--- src/rtl/dual_stack_pkg.sv ---
// Shared definitions for the dual stack controller: command encodings and default sizing.
package dual_stack_pkg;

    localparam int DEFAULT_DATA_W = 8;
    localparam int DEFAULT_DEPTH  = 16;

    typedef enum logic [1:0] {
        OP_PUSH  = 2'b00,
        OP_POP   = 2'b01,
        OP_PEEK  = 2'b10,
        OP_CLEAR = 2'b11
    } op_e;

endpackage

--- src/rtl/rr_arb2.sv ---
// Two-way round-robin arbiter; priority only moves when both requesters contend.
module rr_arb2 (
    input  logic       clk,
    input  logic       rst_n,
    input  logic [1:0] req_i,
    output logic [1:0] gnt_o
);

    // 0 = requester A holds priority, 1 = requester B
    logic prio_q;
    logic prio_d;

    always_comb begin
        gnt_o  = 2'b00;
        prio_d = prio_q;
        case (req_i)
            2'b01: gnt_o = 2'b01;
            2'b10: gnt_o = 2'b10;
            2'b11: begin
                gnt_o  = prio_q ? 2'b10 : 2'b01;
                prio_d = ~prio_q;
            end
            default: gnt_o = 2'b00;
        endcase
    end

    always_ff @(posedge clk) begin
        if (!rst_n) prio_q <= 1'b0;
        else        prio_q <= prio_d;
    end

endmodule

--- src/rtl/dual_stack_ctrl.sv ---
// Two stacks growing toward each other in one single-port storage, shared by
// two requesters through a round-robin arbiter. Responses follow grants by one cycle.
module dual_stack_ctrl
    import dual_stack_pkg::*;
#(
    parameter int DATA_W = DEFAULT_DATA_W,
    parameter int DEPTH  = DEFAULT_DEPTH,
    parameter int ADDR_W = $clog2(DEPTH)
) (
    input  logic              clk,
    input  logic              rst_n,
    input  logic              a_valid,
    input  logic [1:0]        a_op,
    input  logic [DATA_W-1:0] a_data,
    output logic              a_ready,
    input  logic              b_valid,
    input  logic [1:0]        b_op,
    input  logic [DATA_W-1:0] b_data,
    output logic              b_ready,
    output logic              rsp_valid,
    output logic              rsp_stack,
    output logic              rsp_err,
    output logic [DATA_W-1:0] rsp_data,
    output logic              mem_we,
    output logic [ADDR_W-1:0] mem_addr,
    output logic [DATA_W-1:0] mem_wdata,
    input  logic [DATA_W-1:0] mem_rdata,
    output logic [ADDR_W:0]   count_a,
    output logic [ADDR_W:0]   count_b,
    output logic              full
);

    logic [1:0]        gnt;
    logic              granted;
    logic              sel_b;
    op_e               sel_op;
    logic [DATA_W-1:0] sel_data;
    logic [ADDR_W:0]   sel_cnt;
    logic [ADDR_W-1:0] cnt_lo;

    logic [ADDR_W:0]   count_a_q, count_a_d;
    logic [ADDR_W:0]   count_b_q, count_b_d;
    logic              rsp_valid_q, rsp_stack_q, rsp_err_q, rsp_rd_q;
    logic              rsp_err_d, rsp_rd_d;

    rr_arb2 u_arb (
        .clk   (clk),
        .rst_n (rst_n),
        .req_i ({b_valid, a_valid}),
        .gnt_o (gnt)
    );

    assign a_ready  = gnt[0] & rst_n;
    assign b_ready  = gnt[1] & rst_n;
    assign granted  = a_ready | b_ready;
    assign sel_b    = gnt[1];
    assign sel_op   = op_e'(sel_b ? b_op : a_op);
    assign sel_data = sel_b ? b_data : a_data;
    assign sel_cnt  = sel_b ? count_b_q : count_a_q;
    assign cnt_lo   = sel_cnt[ADDR_W-1:0];
    assign full     = ({1'b0, count_a_q} + {1'b0, count_b_q}) == (ADDR_W + 2)'(DEPTH);

    // B addresses wrap modulo DEPTH: ~cnt is DEPTH-1-cnt and 0-cnt is DEPTH-cnt
    always_comb begin
        count_a_d = count_a_q;
        count_b_d = count_b_q;
        mem_we    = 1'b0;
        mem_addr  = '0;
        mem_wdata = '0;
        rsp_err_d = 1'b0;
        rsp_rd_d  = 1'b0;
        if (granted) begin
            case (sel_op)
                OP_PUSH: begin
                    if (full) begin
                        rsp_err_d = 1'b1;
                    end else begin
                        mem_we    = 1'b1;
                        mem_wdata = sel_data;
                        mem_addr  = sel_b ? ~cnt_lo : cnt_lo;
                        if (sel_b) count_b_d = count_b_q + (ADDR_W + 1)'(1);
                        else       count_a_d = count_a_q + (ADDR_W + 1)'(1);
                    end
                end
                OP_POP, OP_PEEK: begin
                    if (sel_cnt == '0) begin
                        rsp_err_d = 1'b1;
                    end else begin
                        rsp_rd_d = 1'b1;
                        mem_addr = sel_b ? (ADDR_W'(0) - cnt_lo) : (cnt_lo - ADDR_W'(1));
                        if (sel_op == OP_POP) begin
                            if (sel_b) count_b_d = count_b_q - (ADDR_W + 1)'(1);
                            else       count_a_d = count_a_q - (ADDR_W + 1)'(1);
                        end
                    end
                end
                OP_CLEAR: begin
                    if (sel_b) count_b_d = '0;
                    else       count_a_d = '0;
                end
                default: rsp_err_d = 1'b0;
            endcase
        end
    end

    always_ff @(posedge clk) begin
        if (!rst_n) begin
            count_a_q   <= '0;
            count_b_q   <= '0;
            rsp_valid_q <= 1'b0;
            rsp_stack_q <= 1'b0;
            rsp_err_q   <= 1'b0;
            rsp_rd_q    <= 1'b0;
        end else begin
            count_a_q   <= count_a_d;
            count_b_q   <= count_b_d;
            rsp_valid_q <= granted;
            rsp_stack_q <= sel_b;
            rsp_err_q   <= rsp_err_d;
            rsp_rd_q    <= rsp_rd_d;
        end
    end

    // A response still in flight when reset arrives is suppressed immediately
    assign rsp_valid = rsp_valid_q & rst_n;
    assign rsp_stack = rsp_stack_q;
    assign rsp_err   = rsp_err_q & rsp_valid;
    assign rsp_data  = (rsp_valid && rsp_rd_q) ? mem_rdata : '0;
    assign count_a   = count_a_q;
    assign count_b   = count_b_q;

endmodule

--- config.mk ---
export PLATFORM = sky130hd
export DESIGN_NAME = dual_stack_ctrl
export DESIGN_NICKNAME = d
export VERILOG_FILES = /design/src/rtl/dual_stack_pkg.sv /design/src/rtl/rr_arb2.sv /design/src/rtl/dual_stack_ctrl.sv
export SDC_FILE = /design/constraint.sdc
export NUM_CORES = 1
export LEC_CHECK = 0
export ABC_AREA = 1
export BUFFER_PORTS_ARGS = -buffer_cell sky130_fd_sc_hd__buf_2
export CAP_MARGIN = 20
export CELL_PAD_IN_SITES_DETAIL_PLACEMENT = 0
export CELL_PAD_IN_SITES_GLOBAL_PLACEMENT = 1
export CORE_ASPECT_RATIO = 1.25
export CORE_UTILIZATION = 33
export DETAILED_ROUTE_END_ITERATION = 16
export GPL_TIMING_DRIVEN = 0
export HOLD_SLACK_MARGIN = 0.05
export PLACE_DENSITY_LB_ADDON = 0.25
export SYNTH_ARGS = -nofsm -noshare
export SYNTH_HDL_FRONTEND = slang
export SYNTH_SLANG_ARGS = --single-unit
--- constraint.sdc ---
create_clock -name clk -period 3.45 [get_ports clk]
set_input_delay 0.8625 -clock clk [delete_from_list [all_inputs] [get_ports clk]]
set_output_delay 0.8625 -clock clk [all_outputs]
set_load 0.05 [all_outputs]
Yosys cells after proc, flatten, opt, wreduce, memory -nomap -nowiden

Index checks and enable logic that the tools add are counted.

Register bits: 15
Latch bits: 0
RAM bits: 0
Memory bits (read-only): 0
Input bits: 32
Output and inout bits: 37
Word-level logic and storage cells: 81
Memories: 0

Add/sub/neg operators: 7
$mul: 0
Div/mod/pow operators: 0
Magnitude comparators: 0
Equal/unequal tests: 16
Shifts and indexed selects: 0
Muxes and demuxes: 36
Bitwise operators: 7
Reduce and logical (&&, ||, !) cells: 8

Operators by type and width:

| kind                                             | count |
|---|---|
| 2-to-1 mux 5 bit                                 | 13 |
| 2-to-1 mux 8 bit                                 | 5 |
| one-hot mux 5 bit (3 select lines)               | 2 |
| 2-to-1 mux 4 bit                                 | 5 |
| inequality test 2 bit, second input constant     | 9 |
| AND reduction 7 bit                              | 2 |
| adder 5 x 1 -> 5 bit, second input constant      | 2 |
| subtractor 5 x 1 -> 5 bit, second input constant | 2 |
| == test 2 bit, second input constant             | 4 |
| one-hot mux 4 bit (2 select lines)               | 1 |
| adder 5 x 5 -> 6 bit                             | 1 |
| == test 6 x 5 -> 1 bit, second input constant    | 1 |
| 2-to-1 mux 1 bit                                 | 6 |
| one-hot mux 2 bit (3 select lines)               | 1 |
| zero test 5 bit                                  | 1 |
| bitwise AND 1 bit                                | 4 |
| == test 2 x 1 -> 1 bit, second input constant    | 2 |
| 2-to-1 mux 2 bit                                 | 2 |
| inverter 4 bit                                   | 1 |
| subtractor 1 x 4 -> 4 bit, first input constant  | 1 |
| subtractor 4 x 1 -> 4 bit, second input constant | 1 |
| AND reduction 3 bit                              | 1 |
| zero test 2 bit                                  | 1 |
| one-hot mux 1 bit (2 select lines)               | 1 |
| 5 further kinds                                  | 5 |

Longest topological paths before layout

Word-level depth: 8
Mapped depth: 18

Modules after synthesis

Synthesis repeated with hierarchy kept, for this count alone.

Cells, all modules: 286
Area total of the unflattened synthesis: 1,687.9 um2

Modules (own cells, without submodules):

| module          | times used | cells an instance | area each (um2) | sequential area each (um2) |
|---|---|---|---|---|
| dual_stack_ctrl | 1          | 277               | 1,634.1         | 280.3 |
| rr_arb2         | 1          | 9                 | 53.8            | 20.0 |

Least setup slack after synthesis

No wires, ideal clock.

Path type: reg-to-output
Start: register count_b_q[0] (netlist: count_b[0])
End: output port mem_we
Arrival time: 3,147 ps
Data required time: 2,588 ps
Slack: -559 ps
Stages on the path, launching flop included: 11
Cell sequence: dfxtp_1 -> ha_1 -> fa_1 -> nor2_1 -> nand3b_1 -> nor2_1 -> nand2_1 -> nor2_1 -> nor2_2 -> nand2_1 -> inv_1

Cells in the longest elaborated chain, start to end: 5

Ends and longest elaborated chain:

| element                | line                   | RTL |
|---|---|---|
| start, declared        | dual_stack_ctrl.sv:42  | `logic [ADDR_W:0] count_b_q, count_b_d;` |
| start signal, assigned | dual_stack_ctrl.sv:116 | `count_b_q <= count_b_d;` |
| adder 5 x 5 -> 6 bit   | dual_stack_ctrl.sv:61  | `assign full = ({1'b0, count_a_q} + {1'b0, count_b_q}) == (ADDR_W + 2)'(DEPTH);` |
| == test 6 x 5 -> 1 bit | dual_stack_ctrl.sv:61  |  |
| via full               | dual_stack_ctrl.sv:30  | `output logic full` |
| 2-to-1 mux 1 bit       | dual_stack_ctrl.sv:75  | `if (full) begin` |
| 2-to-1 mux 1 bit       | dual_stack_ctrl.sv:73  | `case (sel_op)` |
| 2-to-1 mux 1 bit       | dual_stack_ctrl.sv:72  | `if (granted) begin` |
| end, declared          | dual_stack_ctrl.sv:24  | `output logic mem_we,` |

The timed path passes the listed nets, and every way through them passes these cells.

Worst setup path after layout

Start: input port a_valid
End: output port mem_wdata[2]

Cells in the longest elaborated chain, start to end: 6
Elaborated cells on any way between the ends: 13
Those cells by class: 3 x eq/ne; 6 x mux; 3 x bitwise; 1 x reduce/logical

Ends and longest elaborated chain:

| element                                                        | line                                         | RTL |
|---|---|---|
| start, declared                                                | dual_stack_ctrl.sv:12                        | `input logic a_valid,` |
| == test 2 bit / == test 2 x 1 -> 1 bit (equally long branches) | rr_arb2.sv:16                                | `case (req_i)` |
| one-hot mux 2 bit (3 select lines) (*)                         | rr_arb2.sv:16                                |  |
| 2-to-1 mux 8 bit / 2-to-1 mux 2 bit (equally long branches)    | dual_stack_ctrl.sv:58, dual_stack_ctrl.sv:57 |  |
| 2-to-1 mux 8 bit / zero test 2 bit (equally long branches)     | dual_stack_ctrl.sv:75, dual_stack_ctrl.sv:73 |  |
| 2-to-1 mux 8 bit                                               | dual_stack_ctrl.sv:73                        |  |
| 2-to-1 mux 8 bit (*)                                           | dual_stack_ctrl.sv:72                        |  |
| end, declared                                                  | dual_stack_ctrl.sv:26                        | `output logic [DATA_W-1:0] mem_wdata,` |

Mark *: on every way between the ends. The rest lies on a longest branch, timed or not.

==> metrics.md <==
| Metric | Value |
|---|---|
| Run status | `finished, final reports clean` |
| Row cnt | `29` |
| Mapped Nets | `approximately 340` |
| Hold Startpoint | `u_arb.prio_q$_SDFFE_PN0N_` |
| Max FO, Critical Path | `10` |
| Headroom to the max-slew limit | `66.9%` |
| Vias in the first global route | `roughly 1700` |
| Final instance area | `about 2700 sq um` |
| Post-place instance area | `approximately 2400 sq um` |
| Clock Sinks | `15` |
| RSZ-0062 raised after global routing | `yes` |
| Tot Pwr | `1070 uW` |
| # H-tree levels | `1` |
| Worst Path Required | `approximately 2600 ps` |
| Layout cells sized above 1 | `around two fifths` |
| Fmax | `between 200 and 300 MHz` |
| Gr usage total | `18.2%` |
| I/O Pins | `a little under 70` |
| Tmin final | `between 3000 and 4000 ps` |
| Initial antenna violation count | `0` |
| Total CTS buffers | `3` |
| Residual DRC | `0` |
| Post-synth top area cell | `nand2_1` |
| Worst reg2reg path startpoint | `u_arb.prio_q$_SDFFE_PN0N_` |
| IO buf count | `between 60 and 70` |
| First-pass GRT wire length | `roughly 8100 microns` |
| Startpoint types | `input port` |
| Slowest cell on crit path | `ha_2` |
| Core Box Area | `5190 sq um` |
| Hold Buf Count CTS | `0` |
| Via-to-Cell Ratio | `between 4 and 5` |
| Yosys warns | `0` |
| Avg Cell Area, Syn | `approximately 6.3 sq um` |
| Root Buffer | `clkbuf_8` |
| Antenna Violating Nets Remaining | `0` |
| Final wirelength | `5100 microns` |
| Count leader, synth | `nand2_1` |
| CP peak stage delay | `around 170 ps` |
| DR pass1 iterations | `4` |
| Most instantiated cells after synthesis | `83 x nand2_1, 45 x inv_1, 36 x nor2_1, 20 x nand3_1, 19 x a21oi_1` |
| Clock Pin Slew Worst Setup and Hold Paths | `~60 ps` |
| Maximum vdd ir drop | `~0.00018 V` |
| Final Wtd Congestion | `slightly below 0.8` |
| Period utilization | `a little over nine tenths` |
| Critical Path Start | `a_valid` |
| Power per cell area | `397 nW/um^2` |
| Pleak | `0.00140 uW` |
| Die Y | `about 85 microns` |
| Endpoints failing setup | `0` |
| Crit-path cells | `buf_2, nand2_4, nand2_8, buf_12, buf_8, nand2_4, o21ai_4, inv_2, ha_2, inv_2, nor2_4, buf_12, nand2_8, a21oi_4, buf_6` |
| Synth Cell Area | `~1800 sq um` |
| Initial Utilization | `a little over a third` |
| Final hold vios | `0` |
| Wirelength per Cell | `about 12 microns` |
| Clock tree buffer depth | `2` |
| TritonCTS clock tree | `yes` |
| Dpl hpwl | `3990 microns` |
| Area delta synth->final | `48.7%` |
| Setup Skew | `1.17 ps` |
| Setup Crit Path Kind | `in2out` |
| FF+latch count, synth | `15` |
| Worst endpoint data arrival time | `approximately 2500 ps` |
| Synth async-reset ratio | `0%` |
| Synth Flop Type | `dfxtp_1` |
| Layout Nets | `between 400 and 500` |
| Final Max Slew Viols | `0` |
| Vias | `roughly 2000` |
| Tightest Pin Transition | `~500 ps` |
| Antenna Cells | `0` |
| Horiz. Die Dim | `between 60 and 70 microns` |
| Crit end category | `output port` |
| Hold Path Class | `reg2reg` |
| Largest net degree at the start of global routing | `12` |
| Grt ovf | `0` |
| Synth unique cells | `35` |
| Post-Syn Instances | `around 290` |
| Synth top area share | `17.1%` |
| Die ar. | `5820 sq um` |
| Max Cap Viol | `0` |
| Worst skew pair latency | `250 ps` |
| EDFF count, synth | `0` |
| Detailed Route Iter0 Violations | `52` |
| Post-synthesis sequential area ratio | `16.5%` |
| Area contributors post-synth | `nand2_1 17%, dfxtp_1 16%, ha_1 10%` |
-- power by group --
group | internal (uW) | switching [uW]
sequential | 196 | 34.8
clock | 81.9 | 64.5
combinational | 240 | 457
-- cell families (layout without fill, tap and decap cells) --
family                   after synthesis  after routing  share of synthesized area [%]
XOR/XNOR                               1              1                          0.481
AND/OR/NAND/NOR                      168            169                           46.2
buffers and inverters                 54            130                           12.1
AO/OA/AOI/OAI                         33             33                           11.2
flip-flops                            15             15                           16.5
adder cells (fa/ha/maj)               18             18                           13.6
-- flip-flops by register name (all words and copies together) (netlist names) --
name          flops
u_arb.prio_q      1
count_b           5
rsp_valid_q       1
rsp_err_q         1
count_a           5
rsp_stack         1
rsp_rd_q          1
-- metrics by stage --
step | setup WS [ps] | setup TNS (ps) | hold WS, ps | utilization [%] | cells
floorplan | 8.63 | 0 | 485 | - | 289
global placement | -371 | -4380 | 505 | 46.5 | 418
detailed placement | -370 | -4720 | 509 | 46.5 | 418
CTS | 8.26 | 0 | 522 | 50.5 | 427
global route | 0.00466 | 0 | 540 | 52.2 | 428
finish | 115 | 0 | 511 | 52.2 | 428
-- placed cells by master, fill, tap and decap left out, drive strengths merged, types with 3 or more instances in the layout --
cell / count
inv: 48
dfxtp: 15
ha: 15
clkbuf: 5
a21oi: 22
nor2: 41
nand3b: 3
o21ai: 9
buf: 76
nand2: 91
fa: 3
nand3: 23
nand4: 10
-- per-layer routing --
| layer | vias to the layer above | global-route usage (%) | share of wire, % |
|---|---|---|---|
| met2 | 58 | 31.2 | 50 |
| met4 | 0 | 4.36 | 1.3 |
| li1 | 1073 | - | - |
| met1 | 848 | 23.6 | 44 |
| met3 | 6 | 2.28 | 5.0 |
| met5 | - | 0 | 0 |
-- final timing paths --
check	slack, ps	end	cells after the start
max	120	mem_wdata[2]	15
min reg2reg	510	u_arb.prio_q$_SDFFE_PN0N_	2
max reg2reg	740	count_a[4]$_SDFFE_PN0P_	17
min	510	u_arb.prio_q$_SDFFE_PN0N_	2
-- area by class of cell --
class	count	area [sq um]
inverters	49	190
plain buffers	4	46.3
multi-input cells	221	1570
flip-flops and latches	15	308
clock buffers	4	45.0
fillers	531	2480
repair buffers	73	470
well taps	62	77.6
-- repair_timing --
item / CTS / global route
resized for setup: 32 / 20
gates cloned: 1 / 0
pin swaps: 5 / 5
setup endpoints to repair: 13 / 13
buffers inserted: 5 / 1
-- worst max-delay path: cells and delay by family --
kind | cells | cell delay [ps]
buf+inv | 7 | 840
simple gates | 5 | 400
compound gates | 2 | 200
fa+ha+maj | 1 | 170
Note: power is estimated with default switching activity, not from simulation.
